<file path="src/rtl/fp_arb.sv">
// rtl/fp_arb.sv - time-shares one fp_add among N requesters; macro FP_ARB_RR_EN selects round-robin, else fixed priority
module fp_arb #(
  parameter  int EMSB = 7,
  parameter  int FMSB = 22,
  parameter  int N    = 4,
  localparam int W    = EMSB + FMSB + 3,
  localparam int GW   = $clog2(N)
) (
  input  logic           clk,
  input  logic           rstn,
  input  logic           enable,
  input  logic [N-1:0]   req_valid,
  output logic [N-1:0]   req_ready,
  input  logic [N*W-1:0] in_a,
  input  logic [N*W-1:0] in_b,
  output logic [W-1:0]   out_data,
  output logic [N-1:0]   out_valid,
  output logic           fp_enable,
  output logic           fp_req,
  output logic [W-1:0]   fp_rx_data_1,
  output logic [W-1:0]   fp_rx_data_2,
  input  logic           fp_ack,
  input  logic [W-1:0]   fp_tx_data
);

  typedef enum logic [2:0] {
    S_IDLE      = 3'd0,
    S_GRANT     = 3'd1,
    S_WAIT_BUSY = 3'd2,
    S_WAIT_DONE = 3'd3,
    S_RETURN    = 3'd4
  } state_t;

  localparam logic [N-1:0] ONE = N'(1);

  state_t        r_state;
  state_t        w_next;
  logic [GW-1:0] r_g;
  logic [GW-1:0] w_win;
  logic          w_any;
  logic          w_grant;
  logic          w_deliver;
  logic [N-1:0]  r_req_ready;
  logic [N-1:0]  r_out_valid;
  logic [W-1:0]  r_out_data;
  logic [W-1:0]  r_rx_1;
  logic [W-1:0]  r_rx_2;
  logic          r_fp_req;
  logic          r_fp_enable;

  assign w_any = |req_valid;

`ifdef FP_ARB_RR_EN
  // Round-robin pointer: index where the next search starts, moved past the winner on each grant
  logic [GW-1:0] r_ptr;
  logic [GW-1:0] w_rr_idx;

  // Pick the first requester at or after r_ptr (scan runs backwards so the nearest hit is kept last)
  always_comb begin
    w_win    = '0;
    w_rr_idx = '0;
    for (int k = N - 1; k >= 0; k--) begin
      w_rr_idx = GW'((int'(r_ptr) + k) % N);
      if (req_valid[w_rr_idx]) begin
        w_win = w_rr_idx;
      end
    end
  end

  // Advance the pointer only when a grant is actually issued
  always_ff @(posedge clk or negedge rstn) begin
    if (!rstn) begin
      r_ptr <= '0;
    end else if (w_grant) begin
      r_ptr <= (w_win == GW'(N - 1)) ? '0 : w_win + GW'(1);
    end
  end
`else
  // Fixed priority: lowest asserted index wins
  always_comb begin
    w_win = '0;
    for (int k = N - 1; k >= 0; k--) begin
      if (req_valid[GW'(k)]) begin
        w_win = GW'(k);
      end
    end
  end
`endif

  // State register
  always_ff @(posedge clk or negedge rstn) begin
    if (!rstn) begin
      r_state <= S_IDLE;
    end else begin
      r_state <= w_next;
    end
  end

  // Next-state logic; dropping enable abandons whatever is in flight
  always_comb begin
    w_next    = r_state;
    w_grant   = 1'b0;
    w_deliver = 1'b0;
    if (!enable) begin
      w_next = S_IDLE;
    end else begin
      case (r_state)
        S_IDLE: begin
          if (w_any && fp_ack) begin
            w_next  = S_GRANT;
            w_grant = 1'b1;
          end
        end
        S_GRANT: begin
          w_next = S_WAIT_BUSY;
        end
        S_WAIT_BUSY: begin
          if (!fp_ack) begin
            w_next = S_WAIT_DONE;
          end
        end
        S_WAIT_DONE: begin
          if (fp_ack) begin
            w_next    = S_RETURN;
            w_deliver = 1'b1;
          end
        end
        S_RETURN: begin
          w_next = S_IDLE;
        end
        default: begin
          w_next = S_IDLE;
        end
      endcase
    end
  end

  // Datapath: all outputs are registered on entry to GRANT / RETURN so pulses last one cycle
  always_ff @(posedge clk or negedge rstn) begin
    if (!rstn) begin
      r_g         <= '0;
      r_req_ready <= '0;
      r_out_valid <= '0;
      r_out_data  <= '0;
      r_rx_1      <= '0;
      r_rx_2      <= '0;
      r_fp_req    <= 1'b0;
      r_fp_enable <= 1'b0;
    end else begin
      r_fp_enable <= enable;
      r_req_ready <= '0;
      r_out_valid <= '0;
      if (w_grant) begin
        r_g         <= w_win;
        r_req_ready <= ONE << w_win;
        r_rx_1      <= in_a[int'(w_win) * W +: W];
        r_rx_2      <= in_b[int'(w_win) * W +: W];
        r_fp_req    <= ~r_fp_req;
      end
      if (w_deliver) begin
        r_out_data  <= fp_tx_data;
        r_out_valid <= ONE << r_g;
      end
    end
  end

  assign req_ready    = r_req_ready;
  assign out_valid    = r_out_valid;
  assign out_data     = r_out_data;
  assign fp_enable    = r_fp_enable;
  assign fp_req       = r_fp_req;
  assign fp_rx_data_1 = r_rx_1;
  assign fp_rx_data_2 = r_rx_2;

endmodule

</file>
<file path="config.mk">
export PLATFORM = sky130hd
export DESIGN_NAME = fp_arb
export DESIGN_NICKNAME = d
export VERILOG_FILES = /design/src/rtl/fp_arb.sv
export SDC_FILE = /design/constraint.sdc
export NUM_CORES = 1
export LEC_CHECK = 0
export CORE_AREA = 2 2 155 157
export CTS_BUF_LIST = sky130_fd_sc_hd__clkbuf_16
export CTS_CLUSTER_SIZE = 24
export DETAILED_ROUTE_END_ITERATION = 6
export DIE_AREA = 0 0 157 159
export PLACE_DENSITY = 0.6
export SETUP_SLACK_MARGIN = 0.15
export SKIP_CTS_REPAIR_TIMING = 1
export SLEW_MARGIN = 15
export SYNTH_ARGS = -nofsm -noshare
export SYNTH_HDL_FRONTEND = slang
export SYNTH_SLANG_ARGS = --single-unit
</file>
<file path="constraint.sdc">
create_clock -name clk -period 1.75 [get_ports clk]
set_input_delay 0.175 -clock clk [delete_from_list [all_inputs] [get_ports clk]]
set_output_delay 0.175 -clock clk [all_outputs]
set_load 0.01 [all_outputs]
</file>
==> results.tsv, run 1 <==
metric	value	unit
outcome	complete, no violations	
cts_root_buf	clkbuf_16	
cts.sinks	106	
grt_max_degree	68	
leakagePower	3.57	nW
nNetsFinal	889	
cts.clk_slew.worst_paths	0.07	ns
synth_area_leaders	dfrtp_1 (55%), mux2_2 (30%), mux2_4 (9.3%)	
cp.arrival	1.84	ns
first_global_vias	3986	
wire_per_inst	16.0	um
drive_gt1_frac	0.337	
drt_first_pass_iters	4	
crit_chain	nand2b_4, and3b_4, buf_12, buf_12, buf_12, mux2_4	
p_switching	0.00227	W
min_path_cells	4	
crit_type	flop to flop	
switching_share	0.270	
htree_levels	3	
cp_common_cell	buf_12	
fin_worst_skew	0.00643	ns
synthCells	309	
final_antenna_net_count	0	
synth_seq_cells	106	
die_h	159	um
hp-start	req_valid[1]	
cts_tree	built	
crit_family	simple AND/OR/NAND/NOR gates	
r2r-start	r_state[2]	
cpPeakStageDelay	0.36	ns
dp_hpwl	10500	um
worst-path-stages	6	
fin_util	0.368	
r2r_slack	0.15	ns
io_buffers	269	
seq_area_frac_synth	0.549	
setup_viol	0	
p_seq_frac	0.401	
cts_buffers	9	
synth_largest_area_cell	dfrtp_1	
power_frac_clock	0.220	
io_pins	402	
r2r_cells	6	
hold_class	input port to flop	
syn_to_final_growth	76.4	%
yosys_warnings	0	
critPathMaxFanout	6	
cap_violations	0	
dr.first_iter.drc_count	78	
rsz0062_at_grt	true	
timing.final.hold_violations	0	
internal_power	0.00615	W
antenna_cells	0	
cp_num_buf_inv	3	
required	1.98	ns
viasPerCell	3.92	
finalCritPeriodShare	0.916	
synth_top_area_share	0.549	
holdPathEnd	r_state[0]	
synth_cell_types	24	
max_freq	624	MHz
start_util	0.209	
die_area	25000	sq um
ir_drop	0.000377	V
via_count	3592	
synth.avg_cell_area	15.7	sq um
slew_violations	0	
final.setup.tns	0	ns
r2r_end	fp_rx_data_1[31]	
power_density	987	nW/um^2
coreArea	23200	sq um
antenna_found_initial	0	
rows	56	
totalWireLength	14600	um
p_comb_frac	0.379	
fp.dieW	157	um
synth_area	4840	sq um
p_total	0.00842	W
route.detailed.drc	0	
grt_remaining_overflow	0	
gr-usage-all-layers	0.109	
clock_tree.buffer_depth	2	
endpoint_kind	flop	
start_kind	flop	
grt_pass1_wl	21400	um
cp_slowest_cell	dfrtp_1	
gp_congestion	0.706	
post-route-min-period	1.60	ns
clock_latency	0.34	ns
cells in the final DEF (no fill, tap or decap), drive strengths merged:
cell type,n
nand2b,1
mux2i,1
nor2,3
clkbuf,12
clkinvlp,1
o41a,1
nand2,1
a21oi,1
nor3b,1
and3b,1
dfrtp,106
conb,4
dlygate4sd3,1
inv,4
buf,23
mux2,160
xor2,1
nand3,1
nor4,1
clkdlybuf4s50,265
dlymetal6s2s,2
clkinv,2
nor2b,2
nor3,2
synth_stat cells (all sizes together):
cell type and number:
mux2 160, dfrtp 106, buf 18, clkbuf 6, nor2 3, nor2b 2
nor3 2, a21oi 1, and3b 1, conb 1, inv 1, mux2i 1
nand2 1, nand2b 1, nand3 1, nor3b 1, nor4 1, o41a 1
xor2 1
power groups by stage:
| stage | combinational, W | clock [W] | sequential (W) |
|---|---|---|---|
| 6_report | 0.00319 | 0.00185 | 0.00338 |
| 5_1_grt | 0.00338 | 0.00208 | 0.00346 |
| 4_1_cts | 0.00306 | 0.00198 | 0.00338 |
| 3_5_place_dp | 0.00304 | 0 | 0.00342 |
| 3_3_place_gp | 0.00300 | 0 | 0.00340 |
| 2_1_floorplan | 0.000890 | 0 | 0.00366 |
layer usage:
layer,up-vias,global-route usage,share of wire
met5,-,0,0
met3,13,0.0435,0.090
li1,1651,-,-
met2,167,0.190,0.48
met1,1761,0.124,0.41
met4,0,0.0296,0.013
how the worst max path moves through the flow:
stage / from / end / slack [ns]
after CTS: r_state[2] / fp_rx_data_2[20] / 0.06
after detailed placement: req_valid[2] / fp_rx_data_2[22] / -0.24
after global placement: req_valid[2] / fp_rx_data_2[22] / -0.23
final: r_state[2] / fp_rx_data_1[31] / 0.15
after global routing: r_state[2] / fp_rx_data_1[31] / 0.12
after floorplan: r_state[2] / fp_rx_data_1[0] / 0.12
state kept, by name, indices dropped and copies added (netlist names):
name,cells
fp_enable,1
fp_req,1
fp_rx_data_1,32
fp_rx_data_2,32
out_data,32
out_valid,2
r_g,1
r_state,3
req_ready,2
tightest hold or removal path, cell delays in order:
cell            delay, ns
dlymetal6s2s_1       0.09
o41a_1               0.18
a21oi_1              0.07
nor2_1               0.08
logic make-up after synthesis:
| kind of cell | synth area share |
|---|---|
| buf+inv | 0.0329 |
| other cells | 0.000775 |
| simple gates | 0.0147 |
| flops | 0.549 |
| xor+xnor | 0.00181 |
| compound gates | 0.00336 |
| mux | 0.398 |
per-stage QoR:
| step | hold slack, ns | cells | setup slack [ns] | instance area, sq um |
|---|---|---|---|---|
| finish | 0.287 | 916 | 0.147 | 8530 |
| global route | 0.319 | 916 | 0.115 | 8530 |
| CTS | -0.235 | 905 | 0.0579 | 8240 |
| detailed placement | 0.151 | 890 | -0.239 | 7980 |
| global placement | 0.135 | 890 | -0.233 | 7980 |
| floorplan | -0.121 | 312 | 0.119 | 4850 |
area by class of cell:
type / count / area (sq um)
clock inverter: 6 / 36.3
multi-input combinational: 181 / 2140
sequential: 106 / 2650
timing repair buffer: 294 / 3070
inverter: 1 / 3.75
tap: 319 / 399
fill: 2232 / 14700
clock buffer: 9 / 225
Note: power is estimated with default switching activity, not from simulation.
==> run 2, diff against run 1 <==
- CORE_AREA: 2 2 155 157 -> 2 2 157 159
- DIE_AREA: 0 0 157 159 -> 0 0 159 161
- PLACE_DENSITY: 0.6 -> 0.57
- TNS_END_PERCENT: unset -> 10
- clock period: 1.75 -> 2 ns (I/O delays scaled with it)
==> run 2 against run 1 <==
Effect of this change: clock power decreased by 2%; wire length decreased by 5.2%; fmax decreased by 1.7%; die area increased by 2.5%; first-iteration DRC count decreased by 33%; via count decreased by 1.4%; design area decreased by 3.5%; sequential power decreased by 13%; clock skew increased by 0.0078 ns.
==> results.tsv, run 2 (synthesis gave the netlist of run 1 again) <==
metric	value	unit	change
die_area	25600	sq um	+2.5%
die_h	161	um	+1.3%
rsz0062_at_grt	false		
route.detailed.drc	0		unchanged
cts.sinks	106		unchanged
final_antenna_net_count	0		unchanged
first_global_vias	4130		+3.6%
cts_buffers	9		unchanged
start_kind	flop		
clock_latency	0.36	ns	+0.02 ns
finalCritPeriodShare	0.816		-0.100
crit_family	simple AND/OR/NAND/NOR gates		
antenna_cells	0		unchanged
grt_max_degree	107		+57%
postLayoutCellArea	8230	sq um	-3.5%
top_usage_layer	met2		
cp_num_buf_inv	1		-2
timing.final.hold_violations	0		unchanged
tightest_slew	0.578	ns	
required	2.24	ns	+0.26 ns
antenna_found_initial	0		unchanged
grt_pass1_wl	22400	um	+4.3%
clock_tree.buffer_depth	2		unchanged
final.setup.tns	0	ns	unchanged
crit_chain	nor2_1, and3b_4, buf_12, mux2_2		
cp_slowest_cell	dfrtp_1		
syn_to_final_growth	70.2	%	
gp_congestion	0.809		+15%
ir_drop	0.000465	V	+23%
crit_type	flop to flop		
rows	57		+1.8%
fp.dieW	159	um	+1.3%
slew_headroom	0.614		
coreArea	24000	sq um	+3.3%
cts.clk_slew.worst_paths	0.09	ns	+0.02 ns
cp.arrival	1.87	ns	+0.03 ns
placed_area	7920	sq um	-0.71%
drt_first_pass_iters	3		-1
met1_usage	0.124		+0.000275
power_density	893	nW/um^2	-9.5%
endpoint_kind	flop		
io_buffers	269		unchanged
via_count	3542		-1.4%
fin_worst_skew	0.0142	ns	+0.00777 ns
met3_usage	0.0439		+0.000364
nFillCells	2391		+7.1%
nNetsFinal	874		-1.7%
io_pins	402		unchanged
grt_remaining_overflow	0		unchanged
cpPeakStageDelay	0.42	ns	+0.06 ns
htree_levels	3		unchanged
slew_violations	0		unchanged
post-route-min-period	1.63	ns	+0.0284 ns
totalWireLength	13900	um	-5.2%
dr.first_iter.drc_count	52		-33%
hold_class	input port to flop		
max_freq	613	MHz	-1.7%
setup_viol	0		unchanged
cts_tree	built		
wire_per_inst	15.3	um	-4.3%
hold_slack	0.325	ns	+0.0377 ns
outcome	complete, no violations		
cap_violations	0		unchanged
gr-usage-all-layers	0.110		+0.000275
cts_root_buf	clkbuf_16		
grt.met2_usage	0.191		+0.000719
drive_gt1_frac	0.324		-0.0125
dp_hpwl	10300	um	-2.3%
leakagePower	3.37	nW	-5.6%
r2r_slack	0.37	ns	+0.22 ns
viasPerCell	3.91		-0.41%
final_common_cell	clkdlybuf4s50_1		
layout_common_cells	clkdlybuf4s50_1 (267), mux2_2 (130), dfrtp_1 (106)		
critPathMaxFanout	27		+21
start_util	0.202		-0.00671
## run 2: final timing paths
path                            startpoint                to  cells after the start
worst max-delay path            r_state[1]   fp_rx_data_2[2]                      4
worst min-delay path                enable         fp_enable                      1
worst max register to register  r_state[1]   fp_rx_data_2[2]                      4
worst min register to register      r_g[0]      out_valid[0]                      1
max in group asynchronous             rstn            fp_req                      3
min in group asynchronous             rstn  fp_rx_data_1[11]                      3
## run 2: power breakdown
group,total [W],internal (W),switching [W]
Clock,0.00181,0.000893,0.000921
Combinational,0.00260,0.00174,0.000856
Sequential,0.00295,0.00266,0.000283
Total,0.00736,0.00530,0.00206
## run 2: final cells by class
| class | instances | area, sq um | area share |
|---|---|---|---|
| timing repair buffer | 279 | 2830 | 0.343 |
| sequential | 106 | 2650 | 0.322 |
| multi-input combinational | 181 | 2040 | 0.248 |
| tap | 324 | 405 | 0.0492 |
| clock buffer | 9 | 225 | 0.0274 |
| clock inverter | 7 | 78.8 | 0.00957 |
| inverter | 1 | 3.75 | 0.000456 |
## run 2: metal layers
metal	wire (um)	share of wire
met1	5580	0.40
met4	196	0.014
met5	0	0
met2	6800	0.49
met3	1270	0.092
## run 2: per-stage QoR
| stage | setup slack (ns) | instances | util | total power, W |
|---|---|---|---|---|
| floorplan | 0.292 | 312 | - | 0.00398 |
| global placement | 0.0272 | 890 | 0.330 | 0.00556 |
| detailed placement | 0.00672 | 890 | 0.330 | 0.00561 |
| CTS | 0.370 | 906 | 0.343 | 0.00752 |
| global route | 0.318 | 907 | 0.344 | 0.00777 |
| finish | 0.369 | 907 | 0.344 | 0.00736 |
